## src/rtl/tdes_round_key_sequencer.sv

```systemverilog
// tdes_round_key_sequencer
// Iterative Triple-DES subkey source. Captures three 64-bit keys on start and
// streams the 48 round subkeys (3 passes x 16 rounds) one per handshake. PC-1,
// the per-round C/D rotation and PC-2 are computed in place, so only the
// 56-bit C/D state is held rather than a table of subkeys.
//
// Ports:
//   clk, reset        clock, asynchronous active-high reset
//   start, decrypt    begin a sequence (sampled in IDLE only) / mode, captured with start
//   key1_64..key3_64  DES keys, bit 1 = MSB (DES numbering), parity bits ignored
//   subkey            current round subkey, PC-2 of the registered C/D
//   subkey_valid      subkey is valid
//   subkey_ready      consumer accepts subkey
//   pass_idx          current pass 0..2
//   round_idx         current round within the pass 0..15
//   busy              high whenever the sequencer is not idle
//   done              one-cycle pulse after the final handshake
//
// Handshake: a subkey transfers on a rising clk edge where subkey_valid and
// subkey_ready are both 1. While subkey_valid is 1 and no transfer happens,
// subkey, pass_idx and round_idx hold; subkey_valid never drops without a
// transfer.
module tdes_round_key_sequencer #(
  parameter int ROUNDS = 16,
  parameter int PASSES = 3
) (
  input  logic        clk,
  input  logic        reset,
  input  logic        start,
  input  logic        decrypt,
  input  logic [1:64] key1_64,
  input  logic [1:64] key2_64,
  input  logic [1:64] key3_64,
  output logic [1:48] subkey,
  output logic        subkey_valid,
  input  logic        subkey_ready,
  output logic [1:0]  pass_idx,
  output logic [3:0]  round_idx,
  output logic        busy,
  output logic        done
);

  localparam logic [3:0] LAST_ROUND = 4'(ROUNDS - 1);
  localparam logic [1:0] LAST_PASS  = 2'(PASSES - 1);

  localparam int PC1_T [56] = '{
    57, 49, 41, 33, 25, 17,  9,  1, 58, 50, 42, 34, 26, 18,
    10,  2, 59, 51, 43, 35, 27, 19, 11,  3, 60, 52, 44, 36,
    63, 55, 47, 39, 31, 23, 15,  7, 62, 54, 46, 38, 30, 22,
    14,  6, 61, 53, 45, 37, 29, 21, 13,  5, 28, 20, 12,  4};

  localparam int PC2_T [48] = '{
    14, 17, 11, 24,  1,  5,  3, 28, 15,  6, 21, 10,
    23, 19, 12,  4, 26,  8, 16,  7, 27, 20, 13,  2,
    41, 52, 31, 37, 47, 55, 30, 40, 51, 45, 33, 48,
    44, 49, 39, 56, 34, 53, 46, 42, 50, 36, 29, 32};

  typedef enum logic [1:0] {S_IDLE, S_LOAD, S_RUN, S_DONE} state_t;

  state_t      state;
  logic [1:64] k1_q, k2_q, k3_q;
  logic        dec_q;
  logic [1:56] cd_q;

  logic [1:64] pass_key;
  logic        pass_rev;
  logic [4:0]  shift_idx;
  logic        shift_two;
  logic        hs;

  function automatic logic [1:56] pc1(input logic [1:64] k);
    logic [1:56] r;
    for (int i = 0; i < 56; i++) r[i+1] = k[PC1_T[i]];
    return r;
  endfunction

  function automatic logic [1:28] rot28(input logic [1:28] h, input logic left, input logic two);
    logic [1:28] r;
    if (left) r = two ? {h[3:28], h[1:2]} : {h[2:28], h[1]};
    else      r = two ? {h[27:28], h[1:26]} : {h[28], h[1:27]};
    return r;
  endfunction

  function automatic logic [1:56] rot_cd(input logic [1:56] cd, input logic left, input logic two);
    return {rot28(cd[1:28], left, two), rot28(cd[29:56], left, two)};
  endfunction

  // Pass ordering. Encrypt: k1 fwd, k2 rev, k3 fwd. Decrypt: k3 rev, k2 fwd,
  // k1 rev. The middle pass always runs opposite to the outer passes.
  always_comb begin
    pass_rev = (pass_idx == 2'd1) ^ dec_q;
    case (pass_idx)
      2'd0:    pass_key = dec_q ? k3_q : k1_q;
      2'd1:    pass_key = k2_q;
      default: pass_key = dec_q ? k1_q : k3_q;
    endcase
  end

  // Shift needed to reach the next round r = round_idx+2 (1-based). Forward
  // uses s[r]; reverse undoes the shift that produced the current round,
  // s[18-r] = s[16-round_idx]. s is 1 at rounds 1, 2, 9, 16 and 2 elsewhere.
  always_comb begin
    shift_idx = pass_rev ? (5'd16 - {1'b0, round_idx}) : ({1'b0, round_idx} + 5'd2);
    shift_two = !(shift_idx == 5'd1 || shift_idx == 5'd2 ||
                  shift_idx == 5'd9 || shift_idx == 5'd16);
  end

  always_comb begin
    subkey = '0;
    for (int i = 0; i < 48; i++) subkey[i+1] = cd_q[PC2_T[i]];
  end

  assign hs   = subkey_valid & subkey_ready;
  assign busy = (state != S_IDLE);

  always_ff @(posedge clk or posedge reset) begin
    if (reset) begin
      state        <= S_IDLE;
      k1_q         <= '0;
      k2_q         <= '0;
      k3_q         <= '0;
      dec_q        <= 1'b0;
      cd_q         <= '0;
      subkey_valid <= 1'b0;
      pass_idx     <= '0;
      round_idx    <= '0;
      done         <= 1'b0;
    end else begin
      case (state)
        S_IDLE: begin
          if (start) begin
            k1_q      <= key1_64;
            k2_q      <= key2_64;
            k3_q      <= key3_64;
            dec_q     <= decrypt;
            pass_idx  <= '0;
            round_idx <= '0;
            state     <= S_LOAD;
          end
        end
        S_LOAD: begin
          // Reverse starts from unrotated C0/D0: 28 total shifts make it C16/D16.
          cd_q         <= pass_rev ? pc1(pass_key) : rot_cd(pc1(pass_key), 1'b1, 1'b0);
          round_idx    <= '0;
          subkey_valid <= 1'b1;
          state        <= S_RUN;
        end
        S_RUN: begin
          if (hs) begin
            if (round_idx != LAST_ROUND) begin
              round_idx <= round_idx + 4'd1;
              cd_q      <= rot_cd(cd_q, !pass_rev, shift_two);
            end else begin
              subkey_valid <= 1'b0;
              if (pass_idx != LAST_PASS) begin
                pass_idx <= pass_idx + 2'd1;
                state    <= S_LOAD;
              end else begin
                done  <= 1'b1;
                state <= S_DONE;
              end
            end
          end
        end
        default: begin
          done      <= 1'b0;
          pass_idx  <= '0;
          round_idx <= '0;
          state     <= S_IDLE;
        end
      endcase
    end
  end

endmodule

```

## config.mk

```make
export PLATFORM = sky130hd
export DESIGN_NAME = tdes_round_key_sequencer
export DESIGN_NICKNAME = d
export VERILOG_FILES = /design/src/rtl/tdes_round_key_sequencer.sv
export SDC_FILE = /design/constraint.sdc
export NUM_CORES = 1
export LEC_CHECK = 0
export ABC_AREA = 1
export BUFFER_PORTS_ARGS = -buffer_cell sky130_fd_sc_hd__buf_2
export CORE_MARGIN = 2
export CORE_UTILIZATION = 55
export DETAILED_ROUTE_END_ITERATION = 12
export PLACE_DENSITY = 0.8
export SYNTH_ARGS = -nofsm -noshare
export SYNTH_HDL_FRONTEND = slang
export SYNTH_SLANG_ARGS = --single-unit
```

## constraint.sdc

```tcl
create_clock -name clk -period 10.5 [get_ports clk]
set_clock_uncertainty 0.15 [all_clocks]
set_input_delay 3.15 -clock clk [delete_from_list [all_inputs] [get_ports clk]]
set_output_delay 3.15 -clock clk [all_outputs]
set_load 0.005 [all_outputs]
```

# == Yosys cells after proc, flatten, opt, wreduce, memory -nomap -nowiden ==
# Index checks and enable logic that the tools add are counted.
# word_totals
reg_bits,259
input_bits,197
output_inout_bits,57
wordCells,83
# op_classes
n_addsub,4
n_eq_ne,15
mux,35
bitwise,4
n_reduce_logical,15
# ops
cell,count
2-to-1 mux 28 bit,6
2-to-1 mux 56 bit,3
2-to-1 mux 64 bit,2
one-hot mux 64 bit (2 select lines),1
one-hot mux 56 bit (2 select lines),1
2-to-1 mux 2 bit,8
inequality test 2 bit (second input constant),7
2-to-1 mux 4 bit,3
one-hot mux 2 bit (3 select lines),2
AND reduction 3 bit,4
one-hot mux 4 bit (2 select lines),1
adder 4 x 2 -> 5 bit (second input constant),1
equality test 5 x 1 -> 1 bit (second input constant),1
equality test 5 x 2 -> 1 bit (second input constant),1
equality test 5 x 4 -> 1 bit (second input constant),1
equality test 5 bit (second input constant),1
2-to-1 mux 1 bit,5
2-to-1 mux 5 bit,1
AND reduction 5 bit,1
subtractor 5 x 4 -> 5 bit (first input constant),1
adder 4 x 1 -> 4 bit (second input constant),1
equality test 2 x 1 -> 1 bit (second input constant),2
zero test 2 bit,2
inequality test 4 bit (second input constant),1
other kinds (11),16

# == Depth between registers and ports, before layout ==
# Gate-level depths: netlist (run 1).
# logic_depth
word_depth,12
ltp_mapped,16
depth_no_buf,14

# == Least setup slack after synthesis (run 1) ==
# Ideal clock, no wire load.
# synth_path
path_type,input port to flip-flop
start,in start
end,reg k1_q[17] (netlist name)
setup_ns,0.125
arrival_ns,4.246
required_time_ns,10.225
setup_slack_ns,5.979
stages,4
path_buffers,2
cell_sequence,nand2_1 > clkbuf_1 > buf_1 > mux2_2
# synth_between
elab_chain_len,1
# synth_lines
item,line_no,rtl
"start, declared",29,"input logic start,"
AND reduction 2 bit (no line),--,
"end signal, assigned",132,k1_q <= key1_64;
"end, declared",61,"logic [1:64] k1_q, k2_q, k3_q;"
# Every way passes these cells.
# A chain may end at the register's enable or synchronous reset.

==> results of run 1 <==
-- metrics by stage --
| stage | total power, mW | setup slack [ps] | hold WS, ps | utilization [%] | cell area (um2) |
|---|---|---|---|---|---|
| 3_3_place_gp | 5.252 | 5026 | 309.9 | 58.91 | 14790 |
| 3_5_place_dp | 5.366 | 5037 | 315.3 | 58.91 | 14790 |
| 5_1_grt | 7.004 | 5322 | 366.1 | 62.59 | 15720 |
| 6_report | 6.432 | 5497 | 336.0 | 62.62 | 15720 |
| 2_1_floorplan | 4.590 | 753.7 | 289.0 | - | 14010 |
| 4_1_cts | 6.374 | 5594 | 331.5 | 62.57 | 15710 |
-- worst reg2reg max path: stages (launching register included) --
cell      delay (ps)
dfrtp_1          400
inv_1            110
ha_2             170
buf_4            610
xnor2_4          240
buf_4            510
clkinv_2         140
nand2_1           90
buf_4            480
nand3_2         1060
nand2_1          450
nand3_1          120
nand3_1          140
a21oi_1           80
-- metal layers --
layer,GRT usage [%],up-vias
met1,42.13,6147
li1,-,6393
met3,6.018,77
met5,0,-
met2,42.72,627
met4,7.656,8
-- area by class of cell --
type,count,area (um2)
diodes,5,12.51
well taps,330,412.9
clock buffers,36,759.5
multi-input cells,1317,6615
repair buffers,244,1271
flip-flops and latches,235,5884
inverters,160,609.3
clock inverters,11,158.9
fillers,2223,9385
-- state kept, by name, indices dropped and copies added, names as in the netlist --
register      flops
cd_q             56
k1_q             56
k2_q             56
k3_q             56
round_idx         4
pass_idx          2
state             2
dec_q             1
done              1
subkey_valid      1
-- worst paths after layout --
path / start / to / slack, ps
worst max-delay path: start / cd_q[55] / 5500
worst min-delay path: state[0] / state[0] / 340
worst max register to register: pass_idx[1] / cd_q[8] / 5630
worst min register to register: state[0] / state[0] / 340
max in group asynchronous: reset / dec_q / 6090
min in group asynchronous: reset / round_idx[1] / 2600
-- cell usage in the layout, fill, tap and decap left out, types with 8 or more instances in the layout --
| cell type | instances |
|---|---|
| nand2_1 | 318 |
| o21ai_0 | 145 |
| inv_2 | 8 |
| clkbuf_16 | 27 |
| buf_2 | 229 |
| a21oi_1 | 242 |
| nand3_1 | 258 |
| buf_4 | 14 |
| a211oi_1 | 15 |
| inv_1 | 143 |
| mux2_2 | 86 |
| nor2_1 | 228 |
| dfrtp_1 | 234 |
-- logic make-up (layout without fill, tap and decap cells) --
family / count (synthesis) / after routing / share of synthesized area, %
AND/OR/NAND/NOR: 808 / 808 / 23.96
AO/OA/AOI/OAI: 413 / 413 / 15.06
buffers and inverters: 344 / 451 / 11.20
flip-flops: 235 / 235 / 41.98
multiplexers: 86 / 86 / 6.913
adder cells (fa/ha/maj): 8 / 8 / 0.7145
XOR/XNOR: 2 / 2 / 0.1787
other: 0 / 5 / 0
-- power by group through the flow --
stage	registers, mW	logic [mW]	clock network, mW
4_1_cts	1.66	3.72	0.991
2_1_floorplan	1.58	3.01	0
3_3_place_gp	1.65	3.60	0
3_5_place_dp	1.68	3.69	0
6_report	1.67	3.78	0.981
5_1_grt	1.73	4.25	1.03
==> flow_summary_export.csv, run 1 <==
group,metric,value,unit
outcome,status,"finished clean",
pwr,seqPwrFrac,25.9,%
pwr,swShare,49.59,%
worst_setup_path,slowest_delay,810,ps
worst_setup_path,crit_path_max_fanout,112,
pwr,power.density,409.0,nW/um2
synthesis,async_reset_ff_share,100.0,%
pwr,p_int,3.242,mW
synthesis,yosys_warnings,0,
clock_tree,cts_resized,0,
synthesis,synth_cell_types,22,
clock_tree,hold_buffers,0,
clock_tree,cts_setup_buffers,0,
synthesis,synth-main-ff-cell,"dfrtp_1",
hold_path,hold_class,"reg2reg",
synthesis,syn_inst,1896,
grt,gr-total-overflow,0,
pwr,peakVddDrop,0.3817,mV
worst_setup_path,rr_worst_depth,13,
floorplan,io-pin-count,254,
synthesis,synth_top_area_share,41.98,%
sta,finalSetupTns,0,ps
floorplan,die_w,163.6,um
synthesis,syn_area,14010,um2
worst_setup_path,path_common_cell,"nand2_1",
clock_tree,htree_levels,1,
finish,stdcell_count,2338,
clock_tree,clk_pin_slew,60,ps
floorplan,dieArea,26770,um2
placed_design,gp_congestion,0.8594,
clock_tree,clk_path_buf_depth,3,
synthesis,yosysMostFrequentCell,"nand2_1",
route,first_pass_iters,6,
worst_setup_path,cp_num_buf_inv,4,
worst_setup_path,crit_arrival,5260,ps
route,met2WireLength,16890,um
sta,setup-violations-final,0,
route,route.detailed.drc,0,
synthesis,synth_nets,2101,
synthesis,syn_avg_cell_area,7.389,um2
grt,grt_pass1_wl,61840,um
worst_setup_path,path_cells,"buf_2 > inv_1 > nand2_1 > nand2_1 > nor2_1 > nand2_1 > nand2_4 > buf_4 > nand2_1 > inv_1 > a21oi_1",
sta,finalCriticalPeriod,5003,ps
pwr,switchingPower,3.190,mW
floorplan,rows,58,
placed_design,place_inst,2286,
synthesis,synth_top_cells_by_count,"nand2_1, nand3_1, a21oi_1",
worst_setup_path,worstSetupPathType,"in2reg",
pwr,pwr-share-comb,58.8,%
sta,slew_viol_final,0,
sta,min_period_over_period,47.65,%
clock_tree,cts_root_buf,"clkbuf_16",
route,wl_met3,3801,um
pwr,leakage,7.842,nW
grt,grt_pass1_vias,12170,
sta,finalHoldViolations,0,
synthesis,netlist_top_cells_area,"dfrtp_1, nand3_1, a21oi_1, nand2_1, mux2_2",
sta,worstMarginPinSlew,1201,ps
floorplan,core,25110,um2
route,wirelength,38730,um
finish,area_growth,12.24,%
route,dr.first_iter.drc_count,1426,
worst_setup_path,cpMaxStageDelayCell,"buf_4",
finish,fin_nets,2190,
pwr,p_clk_share,15.3,%
grt,track_usage,28.57,%
route,via_per_inst,5.668,
synthesis,synth-edff-count,0,
route,top_layer,"met5",
worst_setup_path,critPathRequiredTime,10760,ps
placed_design,hpwl,25160,um
hold_path,whs_path_depth,1,
route,routedWlPerCell,16.57,um
clock_tree,clock_latency,530,ps
route,m1WireLength,17050,um
synthesis,synth_seq_cells,235,
floorplan,initial_core_util,55.80,%
worst_setup_path,start_kind,"input pin",
synthesis,synth-seq-area-share,41.98,%
sta,fmax,0.1999,GHz
route,vias,13250,
clock_tree,cts_tree,"yes",
grt,grt_max_degree,200,
route,drt.antenna.violating_nets,0,
grt,antenna_found_initial,9,
floorplan,die_y,163.6,um
clock_tree,clkSinkCount,235,
flow_run,max-cap-violations,0,
sta,rsz0062_at_grt,"false",
synthesis,synth_top_area_cell,"dfrtp_1",
worst_setup_path,end_kind,"flop",
placed_design,io_buffers,229,
finish,drive_gt1_share,19.57,%
worst_setup_path,cp.depth,11,
clock_tree,cts_made_buffers,27,
sta,slew-limit-headroom,19.82,%
worst_setup_path,cp_top_family,"buffers and inverters",
No activity file was read; power rests on OpenSTA's default activity.
==> run 2: changes to the inputs <==
--- a/config.mk
+++ b/config.mk
@@ -8,9 +8,9 @@
 export ABC_AREA = 1
 export BUFFER_PORTS_ARGS = -buffer_cell sky130_fd_sc_hd__buf_2
 export CORE_MARGIN = 2
-export CORE_UTILIZATION = 55
+export CORE_UTILIZATION = 51
 export DETAILED_ROUTE_END_ITERATION = 12
-export PLACE_DENSITY = 0.8
+export PLACE_DENSITY = 0.78
 export SYNTH_ARGS = -nofsm -noshare
 export SYNTH_HDL_FRONTEND = slang
 export SYNTH_SLANG_ARGS = --single-unit
==> constraint.sdc (replaced) <==
create_clock -name clk -period 4.1 [get_ports clk]
set_clock_uncertainty 0.15 [all_clocks]
set_input_delay 1.23 -clock clk [delete_from_list [all_inputs] [get_ports clk]]
set_output_delay 1.23 -clock clk [all_outputs]
set_load 0.005 [all_outputs]
==> run 2 against run 1 <==
Effect of this change:
- final cell count rose by 1.3%
- global-route usage down 1.5 points
- total power increased to 2.6 times the previous value
- clock power rose by 140%
- via count rose by 0.36%
- first-iteration DRC count shrank 10%
- core utilization shrank 3.6 points
- setup slack got worse by 4700 ps
- count of clock-buffer cells in the layout rose by 2
- critical path type is now reg2reg
- largest cell class unchanged
- highest routed layer unchanged
==> flow_summary_export.csv, run 2 (synthesis gave the netlist of run 1 again) <==
group,metric,value,unit
floorplan,rows,60,
worst_setup_path,crit_path_max_fanout,56,
worst_setup_path,cp_num_buf_inv,2,
worst_setup_path,rr_worst_depth,14,
sta,finalHoldViolations,0,
grt,grt_pass1_wl,63090,um
floorplan,core,26950,um2
pwr,pwr-share-comb,59.3,%
clock_tree,clk_path_buf_depth,3,
clock_tree,cts_tree,"yes",
finish,stdcell_area,15920,um2
pwr,swShare,49.71,%
outcome,status,"finished clean",
grt,grt_max_degree,113,
finish,layout_commonest_cell,"nand2_1",
grt,track_usage,27.04,%
sta,setup-violations-final,0,
finish,fillers,2421,
hold_path,hold_class,"reg2reg",
placed_design,hpwl,26830,um
worst_setup_path,cp_top_family,"simple AND/OR/NAND/NOR gates",
flow_run,max-cap-violations,0,
worst_setup_path,critPathRequiredTime,4360,ps
worst_setup_path,path_cells,"inv_1 > ha_1 > inv_1 > nand3_1 > nand2_1 > nand2_1 > nand2_1 > nand2_1 > nand2_1 > nand3_2 > nand2_1 > nand3_1 > nand3_1 > a21oi_1",
sta,fmax,0.3061,GHz
worst_setup_path,slowest_delay,870,ps
grt,gr-total-overflow,0,
clock_tree,htree_levels,1,
sta,rsz0062_at_grt,"false",
worst_setup_path,crit_arrival,3530,ps
worst_setup_path,worstSetupPathType,"reg2reg",
sta,worstMarginPinSlew,1165,ps
route,route.detailed.drc,0,
hold_path,whs_path_depth,1,
sta,slew_viol_final,0,
grt,antenna_found_initial,5,
placed_design,place_inst,2315,
clock_tree,clk_pin_slew,60,ps
placed_design,io_buffers,229,
route,routedWlPerCell,16.66,um
pwr,seqPwrFrac,26.1,%
floorplan,io-pin-count,254,
clock_tree,cts_setup_buffers,0,
sta,finalCriticalPeriod,3267,ps
grt,grt_pass1_vias,12240,
route,drt.antenna.violating_nets,0,
route,wirelength,39460,um
route,via_per_inst,5.617,
worst_setup_path,cp.depth,14,
worst_setup_path,cpMaxStageDelayCell,"nand3_2",
route,dr.first_iter.drc_count,1284,
pwr,switchingPower,8.169,mW
finish,stdcell_count,2368,
finish,final_core_util,59.07,%
clock_tree,cts_root_buf,"clkbuf_16",
sta,min_period_over_period,79.68,%
finish,fin_nets,2207,
floorplan,initial_core_util,51.98,%
route,vias,13300,
worst_setup_path,path_common_cell,"nand2_1",
clock_tree,cts_resized,0,
worst_setup_path,start_kind,"flop",
finish,layout_common_cells,"nand2_1, nand3_1, a21oi_1",
finish,drive_gt1_share,20.28,%
finish,area_growth,13.63,%
pwr,peakVddDrop,1.053,mV
clock_tree,hold_buffers,0,
pwr,p_int,8.265,mW
clock_tree,clkSinkCount,235,
floorplan,die_w,169.7,um
placed_design,gp_congestion,0.8726,
clock_tree,clock_latency,540,ps
clock_tree,cts_made_buffers,26,
floorplan,dieArea,28810,um2
pwr,leakage,7.940,nW
worst_setup_path,end_kind,"flop",
pwr,p_clk_share,14.6,%
route,first_pass_iters,5,
sta,slew-limit-headroom,22.24,%
placed_design,placed_cell_area,15030,um2
floorplan,die_y,169.7,um
pwr,power.density,1032,nW/um2
==> run 2: cell count changes in the layout (fill, tap and decap cells not counted), sizes merged <==
cell,change
bufinv,-2
clkinvlp,+1
clkbuf,+2
inv,-1
buf,+18
clkinv,+1
==> run 2: per-stage QoR <==
stage,setup TNS [ps],total power [mW],setup slack (ps),hold WS [ps]
after floorplan,-84100,11.76,-357.9,289.0
after global placement,0,13.61,892.3,317.7
after detailed placement,0,13.88,861.3,334.0
after CTS,0,16.33,878.6,341.1
after global routing,0,17.91,488.9,366.2
final,0,16.43,833.0,341.5
==> run 2: per-layer routing <==
layer / GRT usage, % / part of all wire [%]
met5: 0 / 0.068
met4: 6.689 / 2.3
met3: 4.641 / 9.4
met2: 40.76 / 44
met1: 40.51 / 44
==> run 2: power by group through the flow <==
stage,Clock [mW],Sequential [mW],Combinational [mW]
3_5_place_dp,0,4.30,9.58
3_3_place_gp,0,4.24,9.37
6_report,2.40,4.28,9.75
4_1_cts,2.43,4.27,9.64
2_1_floorplan,0,4.06,7.70
5_1_grt,2.54,4.43,10.9
==> run 2: final cells by class <==
type                       count  area, um2  share of cell area, %
timing repair buffer         262       1494                  9.385
multi-input combinational   1317       6615                  41.55
tap                          341      426.7                  2.680
clock inverter                10      103.9                 0.6524
antenna                        5      12.51                0.07860
sequential                   235       5884                  36.96
inverter                     160      605.6                  3.804
clock buffer                  38      777.0                  4.881
==> run 2: worst paths after layout <==
| kind | startpoint | endpoint | slack (ps) |
|---|---|---|---|
| worst min-delay path | state[0] | state[0] | 340 |
| worst max-delay path | round_idx[1] | cd_q[33] | 830 |
| max in group asynchronous | reset | cd_q[33] | 2270 |
| worst min register to register | state[0] | state[0] | 340 |
| min in group asynchronous | reset | cd_q[1] | 750 |
| worst max register to register | round_idx[1] | cd_q[33] | 830 |
